### src/rtl/fetch_unit_pkg.sv
// Shared types and constants for the instruction fetch stage.
//   fetch_state_t : fetch controller states
//   INSTR_BYTES   : bytes per instruction word (PC step)
//   OPC_HALT      : opcode that parks the unit when halt detection is built in
//   OPCODE_LSB/LEN: location of the opcode field inside an instruction
package fetch_pkg;

    typedef enum logic [1:0] {
        IDLE   = 2'd0,
        FETCH  = 2'd1,
        FAULT  = 2'd2,
        HALTED = 2'd3
    } fetch_state_t;

    localparam int INSTR_BYTES = 4;
    localparam logic [6:0] OPC_HALT = 7'h7F;
    localparam int OPCODE_LSB = 0;
    localparam int OPCODE_LEN = 7;

endpackage

### src/rtl/fetch_unit_if.sv
// IF/ID handshake bundle between the fetch stage and decode.
//   id_valid : IF/ID register holds a valid instruction (fetch -> decode)
//   id_ready : decode accepts this cycle (decode -> fetch)
//   id_instr : captured instruction word
//   id_pc    : byte address of id_instr
// master = fetch side, slave = decode side.
interface fetch_unit_if #(
    parameter int W      = 32,
    parameter int PC_LEN = 32
) ();

    logic              id_valid;
    logic              id_ready;
    logic [W-1:0]      id_instr;
    logic [PC_LEN-1:0] id_pc;

    modport master (
        output id_valid,
        output id_instr,
        output id_pc,
        input  id_ready
    );

    modport slave (
        input  id_valid,
        input  id_instr,
        input  id_pc,
        output id_ready
    );

endinterface

### src/rtl/fetch_unit_if_id_reg.sv
// IF/ID pipeline register: holds the instruction handed to decode.
//   clk, rst        : clock, asynchronous active-high reset
//   load            : capture instr_in/pc_in and mark valid
//   flush           : drop the valid flag (wins over load)
//   instr_in, pc_in : word and address being captured
//   valid, instr, pc: register contents
// With neither load nor flush the contents hold, which covers decode stalls.
module if_id_reg #(
    parameter int W      = 32,
    parameter int PC_LEN = 32
) (
    input  logic              clk,
    input  logic              rst,
    input  logic              load,
    input  logic              flush,
    input  logic [W-1:0]      instr_in,
    input  logic [PC_LEN-1:0] pc_in,
    output logic              valid,
    output logic [W-1:0]      instr,
    output logic [PC_LEN-1:0] pc
);

    always_ff @(posedge clk or posedge rst) begin
        if (rst) begin
            valid <= 1'b0;
            instr <= '0;
            pc    <= '0;
        end else if (flush) begin
            // Data is left in place; only the valid flag matters downstream.
            valid <= 1'b0;
        end else if (load) begin
            valid <= 1'b1;
            instr <= instr_in;
            pc    <= pc_in;
        end
    end

endmodule

### src/rtl/fetch_unit.sv
// Instruction fetch stage: owns the PC, reads the combinational instruction
// memory and feeds decode through the IF/ID register.
//   clk, rst       : clock, asynchronous active-high reset
//   fetch_en       : run enable (leaves IDLE, gates captures in FETCH)
//   imem_addr      : byte address to instruction memory (always the PC)
//   imem_rdata     : combinational read data for imem_addr
//   redirect_valid : one-cycle branch/jump redirect from execute
//   redirect_pc    : redirect target
//   id             : IF/ID handshake (master side)
//   fault, fault_pc: sticky fetch fault and the offending address
//   halted         : parked on a halt opcode (only with FETCH_HALT_DETECT_EN)
//
// Build option FETCH_HALT_DETECT_EN: a captured instruction whose opcode is
// OPC_HALT is delivered, then the unit parks in HALTED until redirect/reset.
//
// state  | meaning
// IDLE   | after reset, waiting for fetch_en; nothing captured
// FETCH  | normal sequential fetch, one word per cycle when decode is ready
// FAULT  | illegal PC seen; output invalid until a legal redirect
// HALTED | halt opcode delivered; PC frozen until redirect
module fetch_unit
    import fetch_pkg::*;
#(
    parameter int                W          = 32,
    parameter int                PC_LEN     = 32,
    parameter int                IMEM_BYTES = 128,
    parameter logic [PC_LEN-1:0] RESET_PC   = '0
) (
    input  logic              clk,
    input  logic              rst,
    input  logic              fetch_en,
    output logic [PC_LEN-1:0] imem_addr,
    input  logic [W-1:0]      imem_rdata,
    input  logic              redirect_valid,
    input  logic [PC_LEN-1:0] redirect_pc,
    fetch_unit_if.master      id,
    output logic              fault,
    output logic [PC_LEN-1:0] fault_pc
`ifdef FETCH_HALT_DETECT_EN
    ,
    output logic              halted
`endif
);

    localparam logic [PC_LEN-1:0] LAST_PC  = PC_LEN'(IMEM_BYTES - INSTR_BYTES);
    localparam logic [PC_LEN-1:0] PC_STEP  = PC_LEN'(INSTR_BYTES);

    fetch_state_t      state_q, state_d;
    logic [PC_LEN-1:0] pc_q, pc_d;
    logic [PC_LEN-1:0] fault_pc_q, fault_pc_d;
    logic              load, flush;
    logic              slot_free;
    logic              pc_legal;

    function automatic logic legal_addr(input logic [PC_LEN-1:0] a);
        return (a[1:0] == 2'b00) && (a <= LAST_PC);
    endfunction

    assign slot_free = !id.id_valid || id.id_ready;
    assign pc_legal  = legal_addr(pc_q);

    always_ff @(posedge clk or posedge rst) begin
        if (rst) begin
            state_q    <= IDLE;
            pc_q       <= RESET_PC;
            fault_pc_q <= '0;
        end else begin
            state_q    <= state_d;
            pc_q       <= pc_d;
            fault_pc_q <= fault_pc_d;
        end
    end

    always_comb begin
        state_d    = state_q;
        pc_d       = pc_q;
        fault_pc_d = fault_pc_q;
        load       = 1'b0;
        flush      = 1'b0;

        if (state_q == IDLE) begin
            if (fetch_en) begin
                state_d = FETCH;
            end
        end else if (redirect_valid) begin
            // Redirect beats capture and stall; the held word is wrong-path.
            flush = 1'b1;
            pc_d  = redirect_pc;
            if (legal_addr(redirect_pc)) begin
                state_d = FETCH;
            end else begin
                state_d    = FAULT;
                fault_pc_d = redirect_pc;
            end
        end else begin
            case (state_q)
                FETCH: begin
                    if (!pc_legal) begin
                        // Faults even when stalled; the held word is dropped.
                        state_d    = FAULT;
                        fault_pc_d = pc_q;
                        flush      = 1'b1;
                    end else if (slot_free) begin
                        if (fetch_en) begin
                            load = 1'b1;
                            pc_d = pc_q + PC_STEP;
`ifdef FETCH_HALT_DETECT_EN
                            if (imem_rdata[OPCODE_LSB +: OPCODE_LEN] == OPC_HALT) begin
                                state_d = HALTED;
                            end
`endif
                        end else begin
                            flush = 1'b1;
                        end
                    end
                end
                FAULT: begin
                    flush = 1'b1;
                end
                HALTED: begin
                    // Let the halt instruction drain, then stay empty.
                    if (slot_free) begin
                        flush = 1'b1;
                    end
                end
                default: begin
                    state_d = IDLE;
                end
            endcase
        end
    end

    if_id_reg #(
        .W      (W),
        .PC_LEN (PC_LEN)
    ) u_if_id_reg (
        .clk      (clk),
        .rst      (rst),
        .load     (load),
        .flush    (flush),
        .instr_in (imem_rdata),
        .pc_in    (pc_q),
        .valid    (id.id_valid),
        .instr    (id.id_instr),
        .pc       (id.id_pc)
    );

    assign imem_addr = pc_q;
    assign fault     = (state_q == FAULT);
    assign fault_pc  = fault_pc_q;
`ifdef FETCH_HALT_DETECT_EN
    assign halted    = (state_q == HALTED);
`endif

endmodule

### src/flat_wrapper.sv
// flat-port wrapper written by rule: the top's interface ports become plain ports
module fetch_unit_flat import fetch_pkg::*;
#(
    parameter int                W          = 32,
    parameter int                PC_LEN     = 32,
    parameter int                IMEM_BYTES = 128,
    parameter logic [PC_LEN-1:0] RESET_PC   = '0
)
  (clk, rst, fetch_en, imem_addr, imem_rdata, redirect_valid, redirect_pc, fault, fault_pc, id_id_valid, id_id_instr, id_id_pc, id_id_ready);
  fetch_unit_if #(.W(W), .PC_LEN(PC_LEN)) id_i ();
  input  logic clk;
  input  logic rst;
  input  logic fetch_en;
  output logic [PC_LEN-1:0] imem_addr;
  input  logic [W-1:0] imem_rdata;
  input  logic redirect_valid;
  input  logic [PC_LEN-1:0] redirect_pc;
  output logic fault;
  output logic [PC_LEN-1:0] fault_pc;
  output wire logic [$bits(id_i.id_valid)-1:0] id_id_valid;
  output wire logic [$bits(id_i.id_instr)-1:0] id_id_instr;
  output wire logic [$bits(id_i.id_pc)-1:0] id_id_pc;
  input wire logic [$bits(id_i.id_ready)-1:0] id_id_ready;
  assign id_id_valid = id_i.id_valid;
  assign id_id_instr = id_i.id_instr;
  assign id_id_pc = id_i.id_pc;
  assign id_i.id_ready = id_id_ready;
  fetch_unit #(.W(W), .PC_LEN(PC_LEN), .IMEM_BYTES(IMEM_BYTES), .RESET_PC(RESET_PC)) u_core (.clk(clk), .rst(rst), .fetch_en(fetch_en), .imem_addr(imem_addr), .imem_rdata(imem_rdata), .redirect_valid(redirect_valid), .redirect_pc(redirect_pc), .id(id_i), .fault(fault), .fault_pc(fault_pc));
endmodule
### config.mk
export PLATFORM = sky130hd
export DESIGN_NAME = fetch_unit_flat
export DESIGN_NICKNAME = d
export VERILOG_FILES = /design/src/rtl/fetch_unit_pkg.sv /design/src/rtl/fetch_unit_if.sv /design/src/rtl/fetch_unit_if_id_reg.sv /design/src/rtl/fetch_unit.sv /design/src/flat_wrapper.sv
export SDC_FILE = /design/constraint.sdc
export NUM_CORES = 1
export LEC_CHECK = 0
export BUFFER_PORTS_ARGS = -buffer_cell sky130_fd_sc_hd__buf_2
export CAP_MARGIN = 20
export CORE_MARGIN = 2
export CORE_UTILIZATION = 54
export DETAILED_ROUTE_END_ITERATION = 16
export PLACE_DENSITY_LB_ADDON = 0.08
export SLEW_MARGIN = 25
export SYNTH_ARGS = -nofsm -noshare
export SYNTH_HDL_FRONTEND = slang
export SYNTH_SLANG_ARGS = --single-unit
### constraint.sdc
create_clock -name clk -period 11.5 [get_ports clk]
set_input_delay 0.575 -clock clk [delete_from_list [all_inputs] [get_ports clk]]
set_output_delay 0.575 -clock clk [all_outputs]
set_load 0.005 [all_outputs]
== Word level (Yosys, flattened, before mapping) ==
Cells that the tools add are included.

* Register bits: 131
* Latch bits: 0
* Bits in writable memories: 0
* Memory bits (read-only): 0
* Bits of input ports: 69
* Output and inout port bits: 130
* Logic and storage cells: 66
* Memories kept: 0

* Add/sub/neg operators: 1
* Multipliers: 0
* Div/mod/pow operators: 0
* $lt $le $gt $ge: 2
* Equality and inequality tests: 8
* Shifts and indexed selects: 0
* Multiplexer cells: 30
* Bitwise logic cells: 2
* Reduce and logical (&&, ||, !) cells: 17

{| class="wikitable"
|+ Operators with widths
! cell !! number
|-
| 2-to-1 mux 32 bit || 9
|-
| less-or-equal comparator 32 x 7 -> 1 bit, second input constant || 2
|-
| adder 32 x 3 -> 32 bit, second input constant || 1
|-
| 2-to-1 mux 1 bit || 14
|-
| 2-to-1 mux 2 bit || 5
|-
| nonzero test 2 bit || 5
|-
| logical NOT 2 bit || 3
|-
| != test 2 bit, second input constant || 3
|-
| AND reduction 5 bit || 1
|-
| equality test 2 bit, second input constant || 2
|-
| != test 4 bit, second input constant || 1
|-
| case mux 2 bit (2 select lines) || 1
|-
| AND reduction 4 bit || 1
|-
| != test 3 x 1 -> 1 bit, second input constant || 1
|-
| case mux 1 bit (3 select lines) || 1
|-
| AND reduction 3 bit || 1
|-
| equality test 2 x 1 -> 1 bit, second input constant || 1
|-
| logical AND 1 bit || 2
|-
| inverter 1 bit || 2
|-
| AND reduction 2 bit || 1
|-
| OR reduction 2 bit || 1
|-
| logical NOT 1 bit || 1
|-
| logical OR 1 bit || 1
|}

== Logic depth before layout (Yosys ltp) ==
Gate-level depths: netlist of the first run.

* Depth in word-level cells: 9
* Gate-level depth with buffers: 7
* Gate-level depth less buffers: 6

== Cells and area by module ==
Synthesis of the first run repeated with hierarchy kept, for this count alone.

* Cells, all modules: 392
* Area, all modules: 6109.6 um2

{| class="wikitable"
|+ Modules (own cells, without submodules)
! module !! instances !! cells each !! area an instance (um2) !! sequential area each (um2)
|-
| fetch_unit || 1 || 252 || 3372.0 || 1651.6
|-
| if_id_reg || 1 || 140 || 2737.6 || 1626.6
|}

== Worst setup path before layout of the first run ==
Ideal clock, no wire load.

* Path kind: reg-to-reg
* Start point: reg u_core.pc_q[7] (netlist: u_core.imem_addr[7])
* End point: reg u_core.u_if_id_reg.pc[2]
* Library setup time: 0.128 ns
* Arrival time: 1.934 ns
* Data required time: 11.372 ns
* Setup slack: 9.439 ns
* Cell stages (with the launch flop): 8
* Buffers on the path: 2
* Period minus slack after synthesis: 2.061 ns
* Cells stage by stage: dfrtp_1 > nor4_2 > nand4_2 > nor3_4 > and2b_1 > buf_6 > buf_8 > mux2_1

* Word-level cells in the longest chain between the ends: 8
* Elaborated cells on any way between the ends: 12
* Those cells by class: order compare (1); mux (8); bitwise (1); reduce/logical (2)

{| class="wikitable"
|+ Ends and longest elaborated chain
! item !! line !! RTL
|-
| start: declaration || fetch_unit.sv:49 || <nowiki>logic [PC_LEN-1:0] pc_q, pc_d;</nowiki>
|-
| start signal: assignment || fetch_unit.sv:69 || <nowiki>pc_q <= pc_d;</nowiki>
|-
| less-or-equal comparator 32 x 7 -> 1 bit (*) || fetch_unit.sv:56 || <nowiki>return (a[1:0] == 2'b00) && (a <= LAST_PC);</nowiki>
|-
| logical AND 1 bit (*) || fetch_unit.sv:56 ||
|-
| 2-to-1 mux 1 bit || fetch_unit.sv:98 || <nowiki>if (!pc_legal) begin</nowiki>
|-
| case mux 1 bit (3 select lines) || fetch_unit.sv:96 || <nowiki>case (state_q)</nowiki>
|-
| 2-to-1 mux 1 bit || fetch_unit.sv:85 || <nowiki>end else if (redirect_valid) begin</nowiki>
|-
| 2-to-1 mux 1 bit || fetch_unit.sv:81 || <nowiki>if (state_q == IDLE) begin</nowiki>
|-
| inverter 1 bit (no line) || -- ||
|-
| AND reduction 2 bit (no line) (*) || -- ||
|-
| end signal: assignment || fetch_unit_if_id_reg.sv:34 || <nowiki>pc <= pc_in;</nowiki>
|-
| end: declaration || fetch_unit_if_id_reg.sv:20 || <nowiki>output logic [PC_LEN-1:0] pc</nowiki>
|}

Mark *: on every way between the ends. The rest lies on a longest branch, timed or not.
A chain may end at the register's enable or synchronous reset.

== Worst setup path in the final report of the first run ==
* Start point: reg u_core.pc_q[20] (netlist: u_core.imem_addr[20])
* End point: reg u_core.fault_pc_q[11] (netlist: u_core.fault_pc[11])

* Word-level cells in the longest chain between the ends: 4

{| class="wikitable"
|+ Ends and longest elaborated chain
! item !! line !! RTL
|-
| less-or-equal comparator 32 x 7 -> 1 bit || fetch_unit.sv:56 ||
|-
| logical AND 1 bit || fetch_unit.sv:56 ||
|-
| != test 2 bit (no line) || -- ||
|-
| AND reduction 4 bit (no line) || -- ||
|-
| end signal: assignment || fetch_unit.sv:70 || <nowiki>fault_pc_q <= fault_pc_d;</nowiki>
|-
| end: declaration || fetch_unit.sv:50 || <nowiki>logic [PC_LEN-1:0] fault_pc_q, fault_pc_d;</nowiki>
|}

No other way between the ends.

==> flow_summary.json, run 1 <==
{
  "end_kind": "register",
  "core_um2": 10200,
  "finalPower_uw": 1220,
  "yosys-top-cells-area": "dfrtp_1 (58%), o21ai_0 (7.5%), mux2_1 (6.6%)",
  "final_max_slew_viol_count": 0,
  "gp_congestion": 0.981,
  "drc": 0,
  "power_frac_clock": 0.406,
  "cts_buffer_depth": 2,
  "cts_tree": "yes",
  "fillers": 766,
  "grt_overflow": 0,
  "rsz0062_at_grt": "false",
  "clock_latency_ps": 530,
  "die-area_um2": 11200,
  "fp.dieW_um": 106,
  "drt_iter0_markers": 274,
  "grt_max_degree": 76,
  "finalSetupTns_ps": 0,
  "final_cells": 843,
  "p_leak_uw": 0.00386,
  "htree_levels": 4,
  "timing.final.ws_setup_ps": 8670,
  "swShare": 0.285,
  "synthToLayoutAreaGrowth_pct": 28.4,
  "postCtsSetupRepairBufs": 0,
  "fin_crit_ps": 2830,
  "synth_seq_area_share": 0.584,
  "hold_class": "in2async",
  "ys_seq_elements": 131,
  "clock-root-buffer": "clkbuf_8",
  "setup_viol": 0,
  "diodes": 0,
  "placement.io_buffers": 198,
  "syn_nets": 573,
  "viasPerCell": 5.53,
  "syn_area_um2": 5620,
  "synth_cell_type_count": 46,
  "grt_pass1_wl_mm": 22.5,
  "place_ws_ps": 8470,
  "yosys.area.top_type": "dfrtp_1",
  "synth_edf_count": 0,
  "synthCells": 503,
  "status": "completed",
  "power_switching_uw": 348,
  "crit_type": "reg2reg",
  "maxCapViolCount": 0,
  "busiest_layer": "met2",
  "final_common_cell": "buf_2",
  "hold-worst-slack_ps": 261,
  "grt_usage": 0.259,
  "placedCellCount": 811,
  "cts-hold-fix-buffers": 0,
  "grt_pass1_vias": 4382,
  "fin_crit_sh": 0.246,
  "dpl.hpwl_mm": 10.0,
  "worst_pin_slew_ps": 940,
  "rows": 37,
  "power_density_nw_per_um2": 170,
  "cp.arrival_ps": 3210,
  "numCtsBuffers": 17,
  "grt_antenna_before_repair": 0,
  "vias": 4663,
  "cp.required_ps": 11870,
  "max_slew_margin": 0.373,
  "grt_util_met1": 0.354,
  "max_freq_mhz": 353,
  "cts_resized": 0,
  "seq_power_share": 0.454,
  "ir_drop_v": 0.0000853,
  "synthArstFlopShare": 1.00,
  "die_height_um": 106,
  "avgRoutedWirePerCell_um": 17.2,
  "path_clk_slew_ps": 60,
  "ios": 199,
  "startpoint_type": "register",
  "critical_path.max_fanout": 34,
  "synth_top_area_frac": 0.584,
  "met2_usage": 0.401,
  "postSynthAreaPerCell_um2": 11.2,
  "synth_ff_type": "dfrtp_1",
  "grtUsageMet3": 0.0730,
  "yosysWarnings": 0,
  "p_comb_frac": 0.140,
  "firstDrtPassIters": 4,
  "power.internal_uw": 875,
  "skew_ps": 8.75,
  "finalWirelength_mm": 14.5,
  "layout_common_cells": "buf_2 (198), dfrtp_1 (131), o21ai_0 (83)",
  "postRouteAntennaNets": 0,
  "final_hold_viol_count": 0,
  "fin_nets": 764,
  "cts_sinks": 131,
  "layout-drive-gt1-share": 0.355,
  "start_util": 0.549
}
[registers in the layout, summed over array words and instances, names as in the netlist]
register                  flops
u_core.state_q                2
u_core.imem_addr             32
u_core.fault_pc              32
u_core.u_if_id_reg.valid      1
u_core.u_if_id_reg.pc        32
u_core.u_if_id_reg.instr     32
[power groups by stage]
| stage | sequential (uW) | combinational [uW] | clock (uW) |
|---|---|---|---|
| after CTS | 554 | 172 | 504 |
| final | 555 | 171 | 497 |
| after detailed placement | 562 | 170 | 0 |
| after floorplan | 551 | 86.7 | 0 |
| after global routing | 560 | 191 | 529 |
| after global placement | 560 | 167 | 0 |
[area by class of cell]
class | instances | area (um^2) | share of cell area
Sequential cell | 131 | 3280 | 0.454
Multi-Input combinational cell | 332 | 2150 | 0.298
Timing Repair Buffer | 203 | 1030 | 0.143
Clock buffer | 18 | 428 | 0.0593
Tap cell | 136 | 170 | 0.0236
Clock inverter | 14 | 126 | 0.0175
Inverter | 9 | 36.3 | 0.00503
[metrics by stage]
stage               cell area [um^2]   util
CTS                             7210  0.704
finish                          7220  0.705
detailed placement              6650  0.650
global placement                6650  0.650
global route                    7220  0.705
floorplan                       5620      -
[per-layer routing]
metal / routed length (um) / part of all wire
met5: 0 / 0
met4: 276 / 0.019
met3: 971 / 0.067
met2: 6830 / 0.47
met1: 6380 / 0.44
[critical path, cell delays in order, from the launching register on]
cell,delay [ps]
dfrtp_1,430
nor4_1,480
nand3_1,400
nor3_4,230
buf_4,370
or2_2,560
o21ai_0,200
[cell usage after synthesis (3+ instances only)]
| master | n |
|---|---|
| a21boi_0 | 12 |
| a21oi_1 | 9 |
| a31oi_1 | 6 |
| buf_2 | 3 |
| buf_8 | 3 |
| clkbuf_1 | 18 |
| clkbuf_2 | 3 |
| dfrtp_1 | 131 |
| inv_1 | 9 |
| mux2_1 | 33 |
| mux2_2 | 4 |
| mux2i_1 | 23 |
| nand2_1 | 47 |
| nand3_1 | 6 |
| nand4_1 | 6 |
| nor2_1 | 27 |
| nor2b_1 | 29 |
| nor4_1 | 11 |
| nor4_2 | 3 |
| o21ai_0 | 84 |
| or2_2 | 3 |
[path summary, 6_finish.rpt]
path	from	slack, ps	to	depth (start not counted)
min	rst	260	u_core.fault_pc[8]$_DFFE_PP0P_	2
min reg2reg	u_core.u_if_id_reg.instr[21]$_DFFE_PP0P_	480	u_core.u_if_id_reg.instr[21]$_DFFE_PP0P_	1
min in group clk	imem_rdata[25]	270	u_core.u_if_id_reg.instr[25]$_DFFE_PP0P_	2
max in group asynchronous	rst	9990	u_core.imem_addr[22]$_DFFE_PP0P_	3
max reg2reg	u_core.imem_addr[20]$_DFFE_PP0P_	8670	u_core.fault_pc[11]$_DFFE_PP0P_	6
max	u_core.imem_addr[20]$_DFFE_PP0P_	8670	u_core.fault_pc[11]$_DFFE_PP0P_	6
[cell families (layout without fill, tap and decap cells)]
logic type | count (synthesis) | in the layout | synth area share
adders and majority gates | 1 | 1 | 0.00223
muxes | 60 | 60 | 0.115
and+or+nand+nor | 144 | 144 | 0.134
buffers and inverters | 40 | 244 | 0.0374
DFF | 131 | 131 | 0.584
AOI/OAI and AO/OA | 127 | 127 | 0.128
No activity file was read; power rests on OpenSTA's default activity.
==> run 2, diff against run 1 <==
Settings changed: CORE_UTILIZATION 54 to 50.
Clock period 11.5 ns to 2.65 ns, I/O delays scaled along.
==> flow_summary.json, run 2 (same netlist as run 1, synthesis figures left out) <==
{
  "finalWirelength_mm": 16.2,
  "final_cells": 923,
  "fin_crit_ps": 2340,
  "placement.io_buffers": 198,
  "reg2reg_from": "u_core.imem_addr[7]$_DFFE_PP0P_",
  "met2_usage": 0.429,
  "path_clk_slew_ps": 60,
  "finalSetupTns_ps": 0,
  "viasPerCell": 5.43,
  "finalPower_uw": 5930,
  "placedCellCount": 825,
  "dpl.hpwl_mm": 10.4,
  "cp.required_ps": 3060,
  "end_kind": "register",
  "grt_pass1_vias": 4806,
  "hold_class": "in2reg",
  "ir_drop_v": 0.000486,
  "crit_type": "reg2reg",
  "max_slew_margin": 0.463,
  "cpPeakStageDelay_ps": 470,
  "fin_crit_sh": 0.884,
  "holdCritStartpoint": "redirect_valid",
  "setup_viol": 0,
  "postCtsSetupRepairBufs": 0,
  "core_um2": 10900,
  "vias": 5016,
  "p_leak_uw": 0.00424,
  "diodes": 0,
  "skew_ps": 5.25,
  "cp.arrival_ps": 2750,
  "status": "completed",
  "fp.dieW_um": 110,
  "startpoint_type": "register",
  "cts_buffer_depth": 2,
  "hold_depth": 3,
  "grt_overflow": 0,
  "avgRoutedWirePerCell_um": 17.6,
  "final_max_slew_viol_count": 0,
  "maxCapViolCount": 0,
  "grt_antenna_before_repair": 0,
  "crit_path_cell_trace": "nor4_2 > nand4_2 > nor3_4 > buf_4 > or2_2 > buf_12 > o21ai_0",
  "rows": 38,
  "r2r-end": "u_core.fault_pc[26]$_DFFE_PP0P_",
  "gp_congestion": 0.895,
  "die-area_um2": 12100,
  "cts_resized": 0,
  "start_util": 0.516,
  "grt_max_degree": 55,
  "die_height_um": 110,
  "layout_common_cells": "buf_2 (198), dfrtp_1 (131), o21ai_0 (83)",
  "grt_pass1_wl_mm": 24.4,
  "min_to": "u_core.imem_addr[24]$_DFFE_PP0P_",
  "critical_path.max_fanout": 23,
  "postRouteAntennaNets": 0,
  "drc": 0,
  "regToRegSetupSlack_ps": 310,
  "numCtsBuffers": 17,
  "cts-hold-fix-buffers": 66,
  "worst_pin_slew_ps": 804,
  "grt_util_met1": 0.351,
  "clock_latency_ps": 540,
  "rsz0062_at_grt": "false",
  "fin_nets": 840,
  "busiest_layer": "met2",
  "grtUsageMet3": 0.0776,
  "synthToLayoutAreaGrowth_pct": 44.4,
  "cp_slowest_cell": "dfrtp_1",
  "timing.final.ws_setup_ps": 306,
  "clock-root-buffer": "clkbuf_8",
  "cts_sinks": 131,
  "htree_levels": 4,
  "firstDrtPassIters": 4,
  "grt_usage": 0.270,
  "ios": 199,
  "final_core_util": 0.745,
  "reg2regPathDepth": 7,
  "power_density_nw_per_um2": 731,
  "drt_iter0_markers": 264,
  "place_ws_ps": 321,
  "max_freq_mhz": 427,
  "final_common_cell": "buf_2",
  "cts_tree": "yes",
  "final_hold_viol_count": 0,
  "layout-drive-gt1-share": 0.333
}
run 2: cell count changes in the layout (fill, tap and decap cells not counted), sizes merged:
cell,change
dlygate4sd3,+66
buf,+10
inv,-6
bufinv,+5
clkbuf,+2
clkinv,-2
clkinvlp,+1
run 2: power by group:
part           leakage, uW  internal [uW]  switching, uW  total [uW]
clock network     0.000327           1800            883        2680
registers          0.00170           2190            211        2400
logic              0.00221            412            441         852
total              0.00424           4400           1530        5930
run 2: stage by stage:
stage          hold slack, ps  instance area (um^2)
5_1_grt                   102                  8110
3_3_place_gp              306                  6770
6_report                 96.6                  8110
3_5_place_dp              321                  6770
4_1_cts                  68.9                  8110
2_1_floorplan             238                  5620
run 2: critical path, delay by kind of cell (launching register included):
family,cells,cell delay (ps)
flip-flops,1,470
buffers and inverters,2,470
AO/OA/AOI/OAI,1,100
AND/OR/NAND/NOR,4,1160
run 2: per-layer routing:
metal | vias up | part of all wire
li1 | 2319 | -
met1 | 2425 | 0.42
met2 | 243 | 0.47
met3 | 29 | 0.089
met4 | 0 | 0.019
met5 | - | 0
run 2: cell type report:
type	instances	area, um^2
timing repair buffer	279	1800
multi-input combinational	332	2140
tap	140	175
clock buffer	20	455
sequential	131	3280
clock inverter	12	226
fill	782	2770
inverter	9	37.5
run 2: worst max-delay path by stage:
stage,start,endpoint,slack [ps]
final,u_core.imem_addr[7]$_DFFE_PP0P_,u_core.fault_pc[26]$_DFFE_PP0P_,310
after detailed placement,u_core.imem_addr[7]$_DFFE_PP0P_,u_core.fault_pc[20]$_DFFE_PP0P_,320
after floorplan,u_core.imem_addr[7]$_DFFE_PP0P_,u_core.u_if_id_reg.pc[5]$_DFFE_PP0P_,590
after CTS,u_core.imem_addr[7]$_DFFE_PP0P_,u_core.fault_pc[26]$_DFFE_PP0P_,290
after global routing,u_core.imem_addr[7]$_DFFE_PP0P_,u_core.fault_pc[26]$_DFFE_PP0P_,130
after global placement,u_core.imem_addr[7]$_DFFE_PP0P_,u_core.fault_pc[29]$_DFFE_PP0P_,440
